`src/rtl/pipe_hazard_ctrl.sv`:
```
// pipe_hazard_ctrl
// Central stall/flush controller for the five-stage integer/FP pipeline.
// Drives the load enables and bubble/flush controls of PC, IF/ID, ID/EX and
// EX/MEM. It resolves integer and FP load-use hazards, taken-branch squashes
// and multi-cycle FP operations that hold EX. It also keeps saturating stall
// and flush counters for performance debug.
//
// Ports:
//   clk, rst_n                      clock, synchronous active-low reset
//   idRs/idRt, idUsesRs/idUsesRt    integer sources of the ID instruction
//   idFpRs/idFpRt, idUsesFp*        FP sources of the ID instruction
//   exMemRead/exRW                  integer load in EX and its destination
//   exFpLoad/exFpRW                 FP load in EX and its destination
//   exFpLongOp                      EX op class (00 none, 01 mul, 10/11 div)
//   branchTakenEx                   branch in EX resolved taken
//   pcWrite, ifIdWrite, ifIdFlush   PC / IF/ID controls
//   idExWrite, idExBubble           ID/EX controls
//   exMemBubble                     EX/MEM bubble insert
//   fpBusy                          controller in BUSY state
//   stallCount, flushCount          saturating performance counters
module pipe_hazard_ctrl #(
  parameter int unsigned FP_MUL_LAT = 4,
  parameter int unsigned FP_DIV_LAT = 12
) (
  input  logic        clk,
  input  logic        rst_n,
  input  logic [4:0]  idRs,
  input  logic [4:0]  idRt,
  input  logic        idUsesRs,
  input  logic        idUsesRt,
  input  logic [4:0]  idFpRs,
  input  logic [4:0]  idFpRt,
  input  logic        idUsesFpRs,
  input  logic        idUsesFpRt,
  input  logic        exMemRead,
  input  logic [4:0]  exRW,
  input  logic        exFpLoad,
  input  logic [4:0]  exFpRW,
  input  logic [1:0]  exFpLongOp,
  input  logic        branchTakenEx,
  output logic        pcWrite,
  output logic        ifIdWrite,
  output logic        ifIdFlush,
  output logic        idExWrite,
  output logic        idExBubble,
  output logic        exMemBubble,
  output logic        fpBusy,
  output logic [15:0] stallCount,
  output logic [15:0] flushCount
);

  typedef enum logic {ST_RUN, ST_BUSY} state_t;

  state_t      state_reg, state_next;
  logic [3:0]  cnt_reg, cnt_next;
  logic [15:0] stall_cnt_reg, flush_cnt_reg;

  // Source operand pairs, index 0 = rs, index 1 = rt.
  logic [1:0][4:0] int_src, fp_src;
  logic [1:0]      int_use, fp_use;
  logic [1:0]      int_hit, fp_hit;

  assign int_src = {idRt, idRs};
  assign int_use = {idUsesRt, idUsesRs};
  assign fp_src  = {idFpRt, idFpRs};
  assign fp_use  = {idUsesFpRt, idUsesFpRs};

  genvar gi;
  generate
    for (gi = 0; gi < 2; gi++) begin : g_src
      assign int_hit[gi] = int_use[gi] && (int_src[gi] == exRW);
      assign fp_hit[gi]  = fp_use[gi] && (fp_src[gi] == exFpRW);
    end
  endgenerate

  logic load_use_int, load_use_fp, load_use;
  logic freeze, flush_now;
  logic [3:0] lat_sel;

  // Integer r0 is hardwired zero, so a load to it never creates a hazard.
  // FP register 0 is a real register and has no such exclusion.
  assign load_use_int = exMemRead && (exRW != 5'd0) && (|int_hit);
  assign load_use_fp  = exFpLoad && (|fp_hit);
  assign load_use     = load_use_int || load_use_fp;

  assign lat_sel = (exFpLongOp == 2'b01) ? FP_MUL_LAT[3:0] : FP_DIV_LAT[3:0];

  // Freeze covers the issue cycle in RUN plus every BUSY cycle before the
  // release cycle (cnt==0); during it the EX contents are held.
  assign freeze    = ((state_reg == ST_RUN) && (exFpLongOp != 2'b00)) ||
                     ((state_reg == ST_BUSY) && (cnt_reg != 4'd0));
  assign flush_now = rst_n && !freeze && branchTakenEx;

  always_comb begin
    pcWrite     = 1'b1;
    ifIdWrite   = 1'b1;
    ifIdFlush   = 1'b0;
    idExWrite   = 1'b1;
    idExBubble  = 1'b0;
    exMemBubble = 1'b0;
    fpBusy      = (state_reg == ST_BUSY);
    state_next  = ST_RUN;
    cnt_next    = 4'd0;

    if (!rst_n) begin
      pcWrite     = 1'b0;
      ifIdFlush   = 1'b1;
      idExBubble  = 1'b1;
      exMemBubble = 1'b1;
      fpBusy      = 1'b0;
    end else if (freeze) begin
      pcWrite     = 1'b0;
      ifIdWrite   = 1'b0;
      idExWrite   = 1'b0;
      exMemBubble = 1'b1;
      state_next  = ST_BUSY;
      // LAT-2 leaves LAT-1 freeze cycles followed by one release cycle.
      cnt_next    = (state_reg == ST_RUN) ? (lat_sel - 4'd2) : (cnt_reg - 4'd1);
    end else if (branchTakenEx) begin
      // Any load-use hazard is moot: the dependent instruction is squashed.
      ifIdFlush   = 1'b1;
      idExBubble  = 1'b1;
    end else if (load_use) begin
      pcWrite     = 1'b0;
      ifIdWrite   = 1'b0;
      idExBubble  = 1'b1;
    end
  end

  always_ff @(posedge clk) begin
    if (!rst_n) begin
      state_reg     <= ST_RUN;
      cnt_reg       <= 4'd0;
      stall_cnt_reg <= 16'd0;
      flush_cnt_reg <= 16'd0;
    end else begin
      state_reg <= state_next;
      cnt_reg   <= cnt_next;
      if (!pcWrite && (stall_cnt_reg != 16'hFFFF)) begin
        stall_cnt_reg <= stall_cnt_reg + 16'd1;
      end
      if (flush_now && (flush_cnt_reg != 16'hFFFF)) begin
        flush_cnt_reg <= flush_cnt_reg + 16'd1;
      end
    end
  end

  assign stallCount = stall_cnt_reg;
  assign flushCount = flush_cnt_reg;

endmodule

```
`config.mk`:
```
export PLATFORM = sky130hd
export DESIGN_NAME = pipe_hazard_ctrl
export DESIGN_NICKNAME = d
export VERILOG_FILES = /design/src/rtl/pipe_hazard_ctrl.sv
export SDC_FILE = /design/constraint.sdc
export NUM_CORES = 1
export LEC_CHECK = 0
export CORE_MARGIN = 2
export CORE_UTILIZATION = 40
export DETAILED_ROUTE_END_ITERATION = 6
export GPL_TIMING_DRIVEN = 0
export PLACE_DENSITY = 0.74
export RECOVER_POWER = 50
export SLEW_MARGIN = 20
export SYNTH_ARGS = -nofsm -noshare
export SYNTH_HDL_FRONTEND = slang
export SYNTH_SLANG_ARGS = --single-unit
```
`constraint.sdc`:
```
create_clock -name clk -period 2.09 [get_ports clk]
set_input_delay 0.209 -clock clk [delete_from_list [all_inputs] [get_ports clk]]
set_output_delay 0.209 -clock clk [all_outputs]
set_load 0.005 [all_outputs]
```
==> results of run 1 <==
==> report_power, final <==
part	total [uW]	internal (uW)	switching, uW
clock network	534	267	267
logic	468	257	211
registers	798	745	52.7
==> repair_timing <==
action	4_1_cts	5_1_grt
pin swaps	21	19
endpoints found under the setup margin	35	36
endpoints found under the hold margin	0	0
gates resized for setup	65	31
setup buffers	19	4
==> per-layer routing <==
| layer | vias up | GRT usage, % | routed length, um |
|---|---|---|---|
| met1 | 1256 | 28.89 | 3044 |
| met4 | 0 | 7.333 | 133 |
| met2 | 107 | 38.70 | 3688 |
| met5 | - | 0 | 0 |
| li1 | 1315 | - | - |
| met3 | 18 | 5.385 | 565 |
==> final cells by class <==
class / count / area [um2] / share of cell area [%]
flip-flops and latches: 37 / 750.7 / 19.99
clock buffers: 6 / 82.58 / 2.199
repair buffers: 101 / 947.2 / 25.22
clock inverters: 2 / 13.76 / 0.3664
well taps: 75 / 93.84 / 2.498
multi-input cells: 241 / 1784 / 47.50
inverters: 11 / 41.29 / 1.099
plain buffers: 7 / 42.54 / 1.133
==> per-stage QoR <==
step	worst slack (ns)	cell area (um2)	hold WS, ns
finish	0.0005191	3756	0.4943
global route	-0.1184	3756	0.5068
CTS	-0.01587	3681	0.4941
detailed placement	-0.9170	3322	0.4653
global placement	-0.8340	3322	0.4509
floorplan	0.06085	2437	0.4230
==> worst max-delay path, stage by stage (launching register included) <==
cell and delay (ns):
dfxtp_1 0.40, ha_2 0.24, and2_2 0.21, nand4_1 0.15, or4_4 0.62, a21oi_4 0.19
mux2i_1 0.20
==> cells by family after synthesis <==
kind of cell	after synthesis
compound gates	50
flops	37
fa+ha+maj	4
buf+inv	23
xor+xnor	31
mux	9
simple gates	147
==> cells in the final DEF, fill, tap and decap left out, types with 5 or more instances in the layout <==
cell type	count
dfxtp_1	29
mux2i_1	9
nor3_1	5
nand3_1	16
nand2_1	34
nor4_2	7
nand4_1	10
buf_4	21
a21oi_1	10
dlygate4sd2_1	16
nor2_1	23
nand2b_1	6
dfxtp_2	8
inv_1	9
clkdlybuf4s50_1	39
and3_1	5
clkbuf_8	6
xnor2_1	12
nor4_1	6
dlygate4sd3_1	17
xor2_1	19
==> final timing paths <==
path | start | end | slack (ns) | depth (start not counted)
worst min register to register | stallCount[1] | stallCount[1] | 0.49 | 2
worst max register to register | stallCount[0] | stallCount[1] | 0.0005 | 6
worst max-delay path | stallCount[0] | stallCount[1] | 0.0005 | 6
worst min-delay path | stallCount[1] | stallCount[1] | 0.49 | 2
==> reports/qor.csv, run 1 <==
metric;value;unit
Async SR Flop Fraction;0;%
# IOs;80;
Chip Height;82.06;um
Final Total Pwr;1800;uW
Yosys warnings;0;
EDFF count, synth;0;
main combinational cell family by area after synthesis;simple AND/OR/NAND/NOR gates;
Buffers on Ports;79;
post-DR wirelength/cell;15.48;um
Layout Skew;0.003858;ns
xor/xnor share of the synthesized area;11.14;%
Syn Nets;346;
clk slew on worst S/H paths;0.08;ns
Final Hold Fails;0;
Post-synth top cells;dfxtp_1, nand2_1, nor2_1, xor2_1, nand3_1;
Fill cells;489;
post-synthesis mux area share;3.696;%
Top FF cell, synth;dfxtp_1;
area leader, netlist;dfxtp_1;
fin crit share;99.98;%
RSZ-0062 raised after global routing;true;
maxcap violations;0;
DRC;0;
initial antenna violation count;0;
share of cells above drive strength 1;21.23;%
status;finished clean;
Avg Inst Size Synth;8.097;um2
worst-skew pair later-pin latency;0.29;ns
drt pass-1 iters;4;
Cells after Synth;301;
Mapped Area;0.002437;mm2
Max-slew headroom;64.13;%
Initial DRC Count;207;
Site Rows;28;
Die W;82.06;um
fin. max-slew vios;0;
final core occ;63.44;%
PD cells;479.3;mW/mm2
grt ovf;0;
crit-path max FO;5;
die area;0.006734;mm2
sum of negative setup slack;0;ns
Vias/cell;5.617;
Distinct cells, synth;54;
Synth Area in Compound Gates;15.04;%
Layout Cells excl Fill;480;
CP Launch Type;flop;
top cells by area, synth;dfxtp_1, xor2_1, nand2_1;
area added between synthesis and finish;54.11;%
Root Driver;clkbuf_8;
VDD IR max;0.3061;mV
Simple-Gate Fraction of Synth Area;33.78;%
HPWL after DPL;5132;um
first-pass GRT wire length;12180;um
minimum clock period after layout;2.089;ns
Yosys top cell area share;30.39;%
ANT nets after route;0;
Hold WC Path Type;reg2reg;
clk buf depth;2;
endpoints failing setup;0;
CP Capture Type;flop;
clock tree from TritonCTS;done;
CORE AREA;0.005921;mm2
Final GP Congestion;0.8743;
number of global-route vias before repair;2622;
Total Nets Final;449;
pin count of the biggest net entering global routing;13;
top-count cell post-synth;dfxtp_1;
placed cells;455;
fmax;478.6;MHz
CTS Buf Count;5;
Worst EP arrival;2.31;ns
# hold bufs at CTS;0;
vias;2696;
sequential-to-total area share from yosys stat;30.39;%
worst path required time;2.31;ns
antenna fix cells;0;
Initial Util;41.17;%
Crit Path Category;reg2reg;
Yosys reg bits;37;
GR Util All Layers;22.97;%
TritonCTS Sinks;37;
CTS H-tree depth;2;
static leakage;0.001504;uW
Adder-Cell Fraction of Synth Area;2.053;%
worst-margin pin slew;0.5381;ns
WL final;7432;um
Power figures use the tool's default switching activity.
==> inputs of run 2 (changes only) <==
--- a/config.mk
+++ b/config.mk
@@ -5,8 +5,10 @@
 export SDC_FILE = /design/constraint.sdc
 export NUM_CORES = 1
 export LEC_CHECK = 0
+export CAP_MARGIN = 30
 export CORE_MARGIN = 2
 export CORE_UTILIZATION = 40
+export CTS_CLUSTER_SIZE = 12
 export DETAILED_ROUTE_END_ITERATION = 6
 export GPL_TIMING_DRIVEN = 0
 export PLACE_DENSITY = 0.74
==> results of run 2 <==
The final DEF is identical to that of run 1; final timing and power are the same.
